==> config.mk <==
export PLATFORM = sky130hd
export DESIGN_NAME = alu_mul_seq_flat
export DESIGN_NICKNAME = d
export VERILOG_FILES = /design/src/rtl/alu_mul_seq_if.sv /design/src/rtl/alu_mul_seq.sv /design/src/flat_wrapper.sv
export SDC_FILE = /design/constraint.sdc
export NUM_CORES = 1
export LEC_CHECK = 0
export ABC_AREA = 1
export ABC_CLOCK_PERIOD_IN_PS = 1600
export CAP_MARGIN = 10
export CORE_MARGIN = 2
export CORE_UTILIZATION = 40
export CTS_CLUSTER_DIAMETER = 200
export DETAILED_ROUTE_END_ITERATION = 7
export PLACE_DENSITY = 0.72
export SKIP_LAST_GASP = 1
export SYNTH_ARGS = -nofsm -noshare
export SYNTH_HDL_FRONTEND = slang
export SYNTH_SLANG_ARGS = --single-unit
==> constraint.sdc <==
create_clock -name Clk -period 1.6 [get_ports Clk]
set_clock_uncertainty 0.15 [all_clocks]
set_input_delay 0.32 -clock Clk [delete_from_list [all_inputs] [get_ports Clk]]
set_output_delay 0.32 -clock Clk [all_outputs]
set_load 0.01 [all_outputs]
==> src/rtl/alu_mul_seq_if.sv <==
// Processor request/response and shared-ALU signals of the sequential multiplier.
// The master side is the environment (processor plus ALU); the slave side is the controller.
interface alu_mul_seq_if #(
   parameter int unsigned W = 8
);
   logic         Start;
   logic [W-1:0] OpA;
   logic [W-1:0] OpB;
   logic         Busy;
   logic         Done;
   logic [W-1:0] Product;
   logic         Ovf;
   logic [W-1:0] AluA;
   logic [W-1:0] AluB;
   logic [3:0]   AluOp;
   logic         AluSC;
   logic [W-1:0] AluOut;
   logic         AluZero;

   modport master (
      output Start, OpA, OpB,
      input  Busy, Done, Product, Ovf,
      input  AluA, AluB, AluOp, AluSC,
      output AluOut, AluZero
   );

   modport slave (
      input  Start, OpA, OpB,
      output Busy, Done, Product, Ovf,
      output AluA, AluB, AluOp, AluSC,
      input  AluOut, AluZero
   );
endinterface

==> src/rtl/alu_mul_seq.sv <==
// Unsigned WxW multiply (low W bits plus overflow flag) by sequencing a shared ALU
// through shift-and-add; one ALU operation per cycle.
module alu_mul_seq #(
   parameter int unsigned W = 8
) (
   input  logic         Clk,
   input  logic         Reset,
   alu_mul_seq_if.slave bus
);

   localparam logic [3:0] OP_ADD = 4'b0000;
   localparam logic [3:0] OP_LSL = 4'b0001;
   localparam logic [3:0] OP_LSR = 4'b0010;

   typedef enum logic [2:0] {
      S_IDLE,
      S_CHK,
      S_ADD,
      S_SHL,
      S_SHR,
      S_DONE
   } state_e;

   state_e       state_q, state_d;
   logic [W-1:0] acc_q, acc_d;
   logic [W-1:0] mc_q, mc_d;
   logic [W-1:0] mp_q, mp_d;
   logic         ovf_acc_q, ovf_acc_d;
   logic [W-1:0] product_q, product_d;
   logic         ovf_q, ovf_d;
   logic [W-1:0] alu_a, alu_b;
   logic [3:0]   alu_op;

   always_ff @(posedge Clk or posedge Reset) begin
      if (Reset) begin
         state_q   <= S_IDLE;
         acc_q     <= '0;
         mc_q      <= '0;
         mp_q      <= '0;
         ovf_acc_q <= 1'b0;
         product_q <= '0;
         ovf_q     <= 1'b0;
      end else begin
         state_q   <= state_d;
         acc_q     <= acc_d;
         mc_q      <= mc_d;
         mp_q      <= mp_d;
         ovf_acc_q <= ovf_acc_d;
         product_q <= product_d;
         ovf_q     <= ovf_d;
      end
   end

   always_comb begin
      state_d   = state_q;
      acc_d     = acc_q;
      mc_d      = mc_q;
      mp_d      = mp_q;
      ovf_acc_d = ovf_acc_q;
      product_d = product_q;
      ovf_d     = ovf_q;
      alu_op    = OP_ADD;
      alu_a     = '0;
      alu_b     = '0;

      unique case (state_q)
         S_IDLE: begin
            if (bus.Start) begin
               acc_d     = '0;
               mc_d      = bus.OpA;
               mp_d      = bus.OpB;
               ovf_acc_d = 1'b0;
               state_d   = S_CHK;
            end
         end
         S_CHK: begin
            if (mp_q == '0)  state_d = S_DONE;
            else if (mp_q[0]) state_d = S_ADD;
            else              state_d = S_SHL;
         end
         S_ADD: begin
            alu_a     = acc_q;
            alu_b     = mc_q;
            acc_d     = bus.AluOut;
            ovf_acc_d = ovf_acc_q | (bus.AluOut < acc_q);
            state_d   = S_SHL;
         end
         S_SHL: begin
            alu_op    = OP_LSL;
            alu_a     = mc_q;
            mc_d      = bus.AluOut;
            // A multiplicand bit shifted out only matters if a higher multiplier bit remains.
            ovf_acc_d = ovf_acc_q | (mc_q[W-1] & (|(mp_q >> 1)));
            state_d   = S_SHR;
         end
         S_SHR: begin
            alu_op  = OP_LSR;
            alu_a   = mp_q;
            mp_d    = bus.AluOut;
            state_d = bus.AluZero ? S_DONE : S_CHK;
         end
         S_DONE: begin
            state_d = S_IDLE;
         end
         default: begin
            state_d = S_IDLE;
         end
      endcase

      if (state_d == S_DONE) begin
         product_d = acc_d;
         ovf_d     = ovf_acc_d;
      end
   end

   assign bus.Busy    = (state_q == S_CHK) || (state_q == S_ADD) ||
                        (state_q == S_SHL) || (state_q == S_SHR);
   assign bus.Done    = (state_q == S_DONE);
   assign bus.Product = product_q;
   assign bus.Ovf     = ovf_q;
   assign bus.AluA    = alu_a;
   assign bus.AluB    = alu_b;
   assign bus.AluOp   = alu_op;
   assign bus.AluSC   = 1'b0;

endmodule

==> src/flat_wrapper.sv <==
// flat-port wrapper written by rule: the top's interface ports become plain ports
module alu_mul_seq_flat 
#(
   parameter int unsigned W = 8
)
  (Clk, Reset, bus_Start, bus_OpA, bus_OpB, bus_Busy, bus_Done, bus_Product, bus_Ovf, bus_AluA, bus_AluB, bus_AluOp, bus_AluSC, bus_AluOut, bus_AluZero);
  alu_mul_seq_if #(.W(W)) bus_i ();
  input  logic Clk;
  input  logic Reset;
  input wire logic [$bits(bus_i.Start)-1:0] bus_Start;
  input wire logic [$bits(bus_i.OpA)-1:0] bus_OpA;
  input wire logic [$bits(bus_i.OpB)-1:0] bus_OpB;
  output wire logic [$bits(bus_i.Busy)-1:0] bus_Busy;
  output wire logic [$bits(bus_i.Done)-1:0] bus_Done;
  output wire logic [$bits(bus_i.Product)-1:0] bus_Product;
  output wire logic [$bits(bus_i.Ovf)-1:0] bus_Ovf;
  output wire logic [$bits(bus_i.AluA)-1:0] bus_AluA;
  output wire logic [$bits(bus_i.AluB)-1:0] bus_AluB;
  output wire logic [$bits(bus_i.AluOp)-1:0] bus_AluOp;
  output wire logic [$bits(bus_i.AluSC)-1:0] bus_AluSC;
  input wire logic [$bits(bus_i.AluOut)-1:0] bus_AluOut;
  input wire logic [$bits(bus_i.AluZero)-1:0] bus_AluZero;
  assign bus_i.Start = bus_Start;
  assign bus_i.OpA = bus_OpA;
  assign bus_i.OpB = bus_OpB;
  assign bus_Busy = bus_i.Busy;
  assign bus_Done = bus_i.Done;
  assign bus_Product = bus_i.Product;
  assign bus_Ovf = bus_i.Ovf;
  assign bus_AluA = bus_i.AluA;
  assign bus_AluB = bus_i.AluB;
  assign bus_AluOp = bus_i.AluOp;
  assign bus_AluSC = bus_i.AluSC;
  assign bus_i.AluOut = bus_AluOut;
  assign bus_i.AluZero = bus_AluZero;
  alu_mul_seq #(.W(W)) u_core (.Clk(Clk), .Reset(Reset), .bus(bus_i));
endmodule
==> results of run 1 <==
-- what timing repair did --
action                                  4_1_cts  5_1_grt
gates cloned                                  6        0
buffers inserted                             16        6
pin swaps                                     6       13
resized for setup                           120       48
endpoints found under the setup margin       47       56
-- layer usage --
layer  up-vias  track usage
met5         -            0
met4         0       0.0994
met3        31       0.0516
met2       106        0.417
met1      1032        0.316
li1       1038            -
-- through the flow --
step	total power [mW]	hold slack (ps)	setup TNS [ps]	cells	setup slack, ps
global placement	4.36	321	-9140	395	-406
finish	6.34	218	-11820	427	-422
CTS	5.76	228	-8000	425	-340
floorplan	3.19	321	-47.6	254	-5.95
global route	6.72	292	-14990	427	-478
detailed placement	4.43	315	-10400	395	-441
-- logic make-up after synthesis --
family / Yosys count / share of synthesized area
AOI/OAI and AO/OA: 62 / 0.182
other: 1 / 0.00181
buffers and inverters: 50 / 0.107
and+or+nand+nor: 95 / 0.220
DFF: 37 / 0.448
adders and majority gates: 7 / 0.0424
-- path summary, 6_finish.rpt --
path,from,endpoint,depth (start not counted)
setup / recovery,u_core.state_q[0],bus_AluA[7],5
hold / removal,Reset,u_core.bus.Product[3],3
setup reg to reg,u_core.state_q[0],u_core.mp_q[4],11
hold reg to reg,u_core.bus.Product[7],u_core.bus.Product[7],2
max in group asynchronous,Reset,u_core.state_q[1],3
min in group Clk,u_core.bus.Product[7],u_core.bus.Product[7],2
-- where the power goes --
part / leakage (nW) / switching [mW] / internal (mW)
Combinational: 1.15 / 2.23 / 1.69
Clock: 0.0585 / 0.344 / 0.508
Sequential: 0.467 / 0.221 / 1.34
-- flip-flops by register name (all words and copies together), names as in the netlist --
signal,flops
u_core.mp_q,8
u_core.ovf_acc_q,1
u_core.bus.Product,8
u_core.mc_q,8
u_core.bus.Ovf,1
u_core.state_q,3
u_core.acc_q,8
-- worst max-delay path, delay by kind of cell (launching register included) --
family / cells / cell delay, ps
AOI/OAI and AO/OA: 1 / 210
buffers and inverters: 2 / 320
DFF: 1 / 440
and+or+nand+nor: 2 / 290
-- final cells by class --
type                    instances  area (um2)
fillers                       394        1660
inverters                      41         174
clock buffers                   7        86.3
repair inverters                1        11.3
well taps                      70        87.6
multi-input cells             170        1180
flip-flops and latches         37         928
repair buffers                100         886
clock inverters                 1        30.0
-- layout by cell type (no fill, tap or decap), drive strengths merged --
master	n
a21oi	9
o211ai	8
clkinv	1
inv	41
nand3b	1
o22ai	7
nand4	1
nor2	19
nand3	6
dlygate4sd2	10
clkbuf	7
dfrtp	37
a21o	1
buf	63
conb	3
clkdlybuf4s50	27
nor3	2
o21ai	29
ha	7
bufinv	1
nand2	69
o221ai	8
==> flow_metrics.py, run 1 <==
metrics = {
    "status": {
        "status": "complete, but fails checks",
        "violations": "setup timing",
    },
    "pwr": {
        "p_leak_nw": 1.68,
        "vdd_drop_max_mv": 0.900,
        "p_per_area_nw_per_um2": 1870,
    },
    "setup_path": {
        "worstSetupPathType": "reg2out",
        "path_cells": "buf_12 -> nor2_4 -> nand2_4 -> o221ai_1 -> buf_2",
        "start_kind": "flop",
        "slowest_stage": "dfrtp_2",
        "critPathMaxFanout": 5,
        "crit_arrival_ps": 1550,
        "cp-end-kind": "output port",
        "cp_slowest_stage_delay_ps": 440,
        "regToRegSetupSlack_ps": -360,
        "crit_required_ps": 1130,
    },
    "clock_tree": {
        "cts_root_buf": "clkbuf_8",
        "path_clk_slew_ps": 70,
        "numCtsBuffers": 5,
        "cts_tree": "yes",
        "clock_latency_ps": 300,
        "clock_path_buffers": 2,
        "postCtsHoldBufs": 0,
        "h-tree-depth": 2,
        "clock_sinks": 37,
    },
    "timing": {
        "fmax_mhz": 495,
        "postLayoutSetupSlackWorst_ps": -422,
        "drv_slew": 0,
        "rsz0062_at_grt": "yes",
        "period_share": 1.26,
        "hold_violations": 0,
        "layout_min_cycle_time_ps": 2020,
        "setup_viol": 47,
    },
    "grt": {
        "grt_pass1_wl_um": 10400,
        "grt_pass1_vias": 2139,
        "overflow": 0,
        "antenna_found_initial": 0,
        "grt_use_total": 0.250,
        "grt_max_degree": 38,
    },
    "place": {
        "io_buffers": 56,
        "routabilityCongestion": 0.881,
        "hpwl_um": 4280,
        "place_area_um2": 2860,
    },
    "routing": {
        "drtIter0Drc": 266,
        "dr.pass1.iters": 4,
        "wl_met2_um": 3450,
        "wl_met3_um": 548,
        "vias_per_cell": 5.17,
        "wl_um": 7050,
        "ant_nets": 0,
        "met1Wirelength_um": 2740,
        "highest_layer": "met4",
        "vias": 2207,
        "drcViolationCount": 0,
        "wl_per_cell_um": 16.5,
    },
    "floorplan": {
        "fp.coreArea_um2": 5040,
        "fp.dieW_um": 75.9,
        "start_util": 0.410,
        "die-height_um": 75.9,
        "placementRows": 26,
        "top_level_ports": 60,
        "dieArea_um2": 5760,
    },
    "yosys": {
        "yosysMostFrequentCell": "nand2_1",
        "syn_inst": 252,
        "synth_top_cells_by_area": "dfrtp_1 (45%), nand2_1 (9.4%), inv_1 (6.2%), ha_1 (4.2%), o21ai_0 (3.9%)",
        "yosys.area.top_type": "dfrtp_1",
        "synth_seq_cells": 37,
        "ys_seq_area_frac": 0.448,
        "ys_types": 29,
        "synth_common_cells": "nand2_1 (52), dfrtp_1 (37), inv_1 (34)",
        "ys.flop_type": "dfrtp_1",
        "synth_top_area_share": 0.448,
        "synth_area_um2": 2070,
        "synth_edf_count": 0,
        "synth_warnings": 0,
        "post_synth.cell_area_avg_um2": 8.20,
        "async_reset_ff_frac": 1.00,
    },
    "finish": {
        "postLayoutCellArea_um2": 3380,
        "layout.nets": 391,
        "area.growth.synth_to_final_pct": 63.7,
        "n_antenna_cell": 0,
        "drive_above_1_share": 0.375,
        "final_util": 0.671,
    },
    "job": {
        "cap_violations": 0,
    },
    "hold_path": {
        "hold_path_class": "in2async",
    },
}
Power figures use the tool's default switching activity.
==> inputs of run 2 (changes only) <==
--- a/config.mk
+++ b/config.mk
@@ -9,10 +9,11 @@
 export ABC_CLOCK_PERIOD_IN_PS = 1600
 export CAP_MARGIN = 10
 export CORE_MARGIN = 2
-export CORE_UTILIZATION = 40
+export CORE_UTILIZATION = 43
 export CTS_CLUSTER_DIAMETER = 200
 export DETAILED_ROUTE_END_ITERATION = 7
-export PLACE_DENSITY = 0.72
+export PLACE_DENSITY = 0.76
+export RECOVER_POWER = 100
 export SKIP_LAST_GASP = 1
 export SYNTH_ARGS = -nofsm -noshare
 export SYNTH_HDL_FRONTEND = slang
==> flow_metrics.py, run 2 (synthesis gave the netlist of run 1 again) <==
metrics = {
    "status": {
        "status": "complete, but fails checks",
        "violations": "setup timing",
    },
    "place": {
        "routabilityCongestion": 0.908,
        "place_inst": 383,
        "io_buffers": 56,
        "hpwl_um": 4230,
    },
    "pwr": {
        "p_leak_nw": 1.67,
        "p_per_area_nw_per_um2": 1830,
        "power_frac_clock": 0.121,
        "switching_power_mw": 2.70,
        "comb_power_share": 0.623,
        "p_sw_frac": 0.447,
        "pwr-share-seq": 0.256,
        "vdd_drop_max_mv": 0.875,
        "p_int_mw": 3.34,
    },
    "clock_tree": {
        "numCtsBuffers": 5,
        "postCtsHoldBufs": 0,
        "cts_root_buf": "clkbuf_8",
        "clock_path_buffers": 2,
        "clock_latency_ps": 300,
        "cts_tree": "yes",
        "path_clk_slew_ps": 70,
        "h-tree-depth": 2,
        "clock_sinks": 37,
    },
    "hold_path": {
        "hold_path_class": "reg2reg",
        "holdPathStages": 2,
        "hp-start": "u_core.bus.Ovf",
    },
    "finish": {
        "fillers": 358,
        "n_antenna_cell": 0,
        "regArea_um2": 927,
        "final_cell_mix": "nand2_1 (43), dfrtp_1 (36), inv_1 (34)",
        "final_util": 0.702,
        "area.growth.synth_to_final_pct": 59.3,
        "stdcell_count": 409,
        "drive_above_1_share": 0.375,
        "multi_input_area_um2": 1160,
        "final_common_cell": "nand2_1",
        "layout.nets": 389,
    },
    "setup_path": {
        "cp.depth": 5,
        "path_delay_family": "flip-flops",
        "r2r_cells": 10,
        "path_cells": "buf_6 -> nor2_4 -> nand2_2 -> o221ai_1 -> buf_2",
        "critPathMaxFanout": 5,
        "crit_buf_inv": 2,
        "start_kind": "flop",
        "critPathLaunch": "u_core.state_q[1]",
        "cp_slowest_stage_delay_ps": 430,
        "crit_arrival_ps": 1490,
        "cp-end-kind": "output port",
        "slowest_stage": "dfrtp_1",
        "worstSetupPathType": "reg2out",
        "regToRegSetupSlack_ps": -240,
        "crit_required_ps": 1130,
        "reg2reg_from": "u_core.state_q[1]",
    },
    "routing": {
        "vias": 2200,
        "drtIter0Drc": 189,
        "vias_per_cell": 5.38,
        "wl_um": 6810,
        "wl_per_cell_um": 16.7,
        "drcViolationCount": 0,
        "ant_nets": 0,
        "dr.pass1.iters": 4,
    },
    "floorplan": {
        "fp.coreArea_um2": 4690,
        "dieArea_um2": 5380,
        "die-height_um": 73.3,
        "start_util": 0.441,
        "top_level_ports": 60,
        "placementRows": 25,
        "fp.dieW_um": 73.3,
    },
    "grt": {
        "grt_use_total": 0.245,
        "grt_pass1_vias": 2058,
        "grt_max_degree": 38,
        "antenna_found_initial": 0,
        "grt_pass1_wl_um": 9860,
        "overflow": 0,
    },
    "timing": {
        "postLayoutSetupSlackWorst_ps": -364,
        "setup_viol": 44,
        "worstMarginPinSlew_ps": 946,
        "drv_slew": 0,
        "rsz0062_at_grt": "yes",
        "period_share": 1.23,
        "slew_headroom": 0.370,
        "fmax_mhz": 509,
        "layout_min_cycle_time_ps": 1960,
        "hold_violations": 0,
    },
    "job": {
        "cap_violations": 0,
    },
}
## run 2: worst paths after layout
path	to
worst min-delay path	u_core.bus.Ovf
max in group asynchronous	u_core.state_q[0]
min in group asynchronous	u_core.mp_q[3]
worst max-delay path	bus_AluA[7]
worst min register to register	u_core.bus.Ovf
worst max register to register	u_core.bus.Ovf
## run 2: worst register-to-register path, delay by kind of cell, from the launching register on
kind | cells | cell delay, ps
DFF | 1 | 430
buffers and inverters | 4 | 490
and+or+nand+nor | 6 | 660
## run 2: stage by stage
step	cell area, um2	power [mW]	hold slack [ps]	setup slack, ps	TNS [ps]
CTS	3120	5.55	226	-332	-6690
global placement	2890	4.43	322	-429	-9560
finish	3290	6.04	332	-364	-8780
global route	3290	6.40	362	-412	-11300
detailed placement	2890	4.52	314	-458	-11000
floorplan	2080	3.19	321	-5.95	-47.6
## run 2: power by group through the flow
| stage | Sequential [mW] | Combinational [mW] | Clock, mW |
|---|---|---|---|
| final | 1.55 | 3.76 | 0.731 |
| after CTS | 1.52 | 3.29 | 0.736 |
| after global routing | 1.58 | 4.04 | 0.776 |
| after global placement | 1.52 | 2.91 | 0 |
| after floorplan | 1.56 | 1.63 | 0 |
| after detailed placement | 1.54 | 2.98 | 0 |
## run 2: what timing repair did
| item | 4_1_cts | 5_1_grt |
|---|---|---|
| endpoints found under the setup margin | 50 | 54 |
| gates resized for setup | 118 | 53 |
| pin swaps | 6 | 13 |
| cloned | 5 | 2 |
| setup buffers | 11 | 4 |
## run 2: metal layers
| metal | wire [um] | share of wire | vias to the layer above | track usage |
|---|---|---|---|---|
| li1 | - | - | 1031 | - |
| met1 | 2600 | 0.38 | 1052 | 0.313 |
| met2 | 3540 | 0.52 | 97 | 0.414 |
| met3 | 457 | 0.067 | 20 | 0.0549 |
| met4 | 212 | 0.031 | 0 | 0.0747 |
| met5 | 0 | 0 | - | 0 |
## run 2: area by class of cell
type | instances | share of cell area
Inverter | 41 | 0.0536
Timing Repair Buffer | 97 | 0.257
Timing Repair inverter | 2 | 0.00494
Tap cell | 54 | 0.0205
Multi-Input combinational cell | 170 | 0.352
Clock inverter | 1 | 0.00152
Clock buffer | 7 | 0.0293
Sequential cell | 37 | 0.282
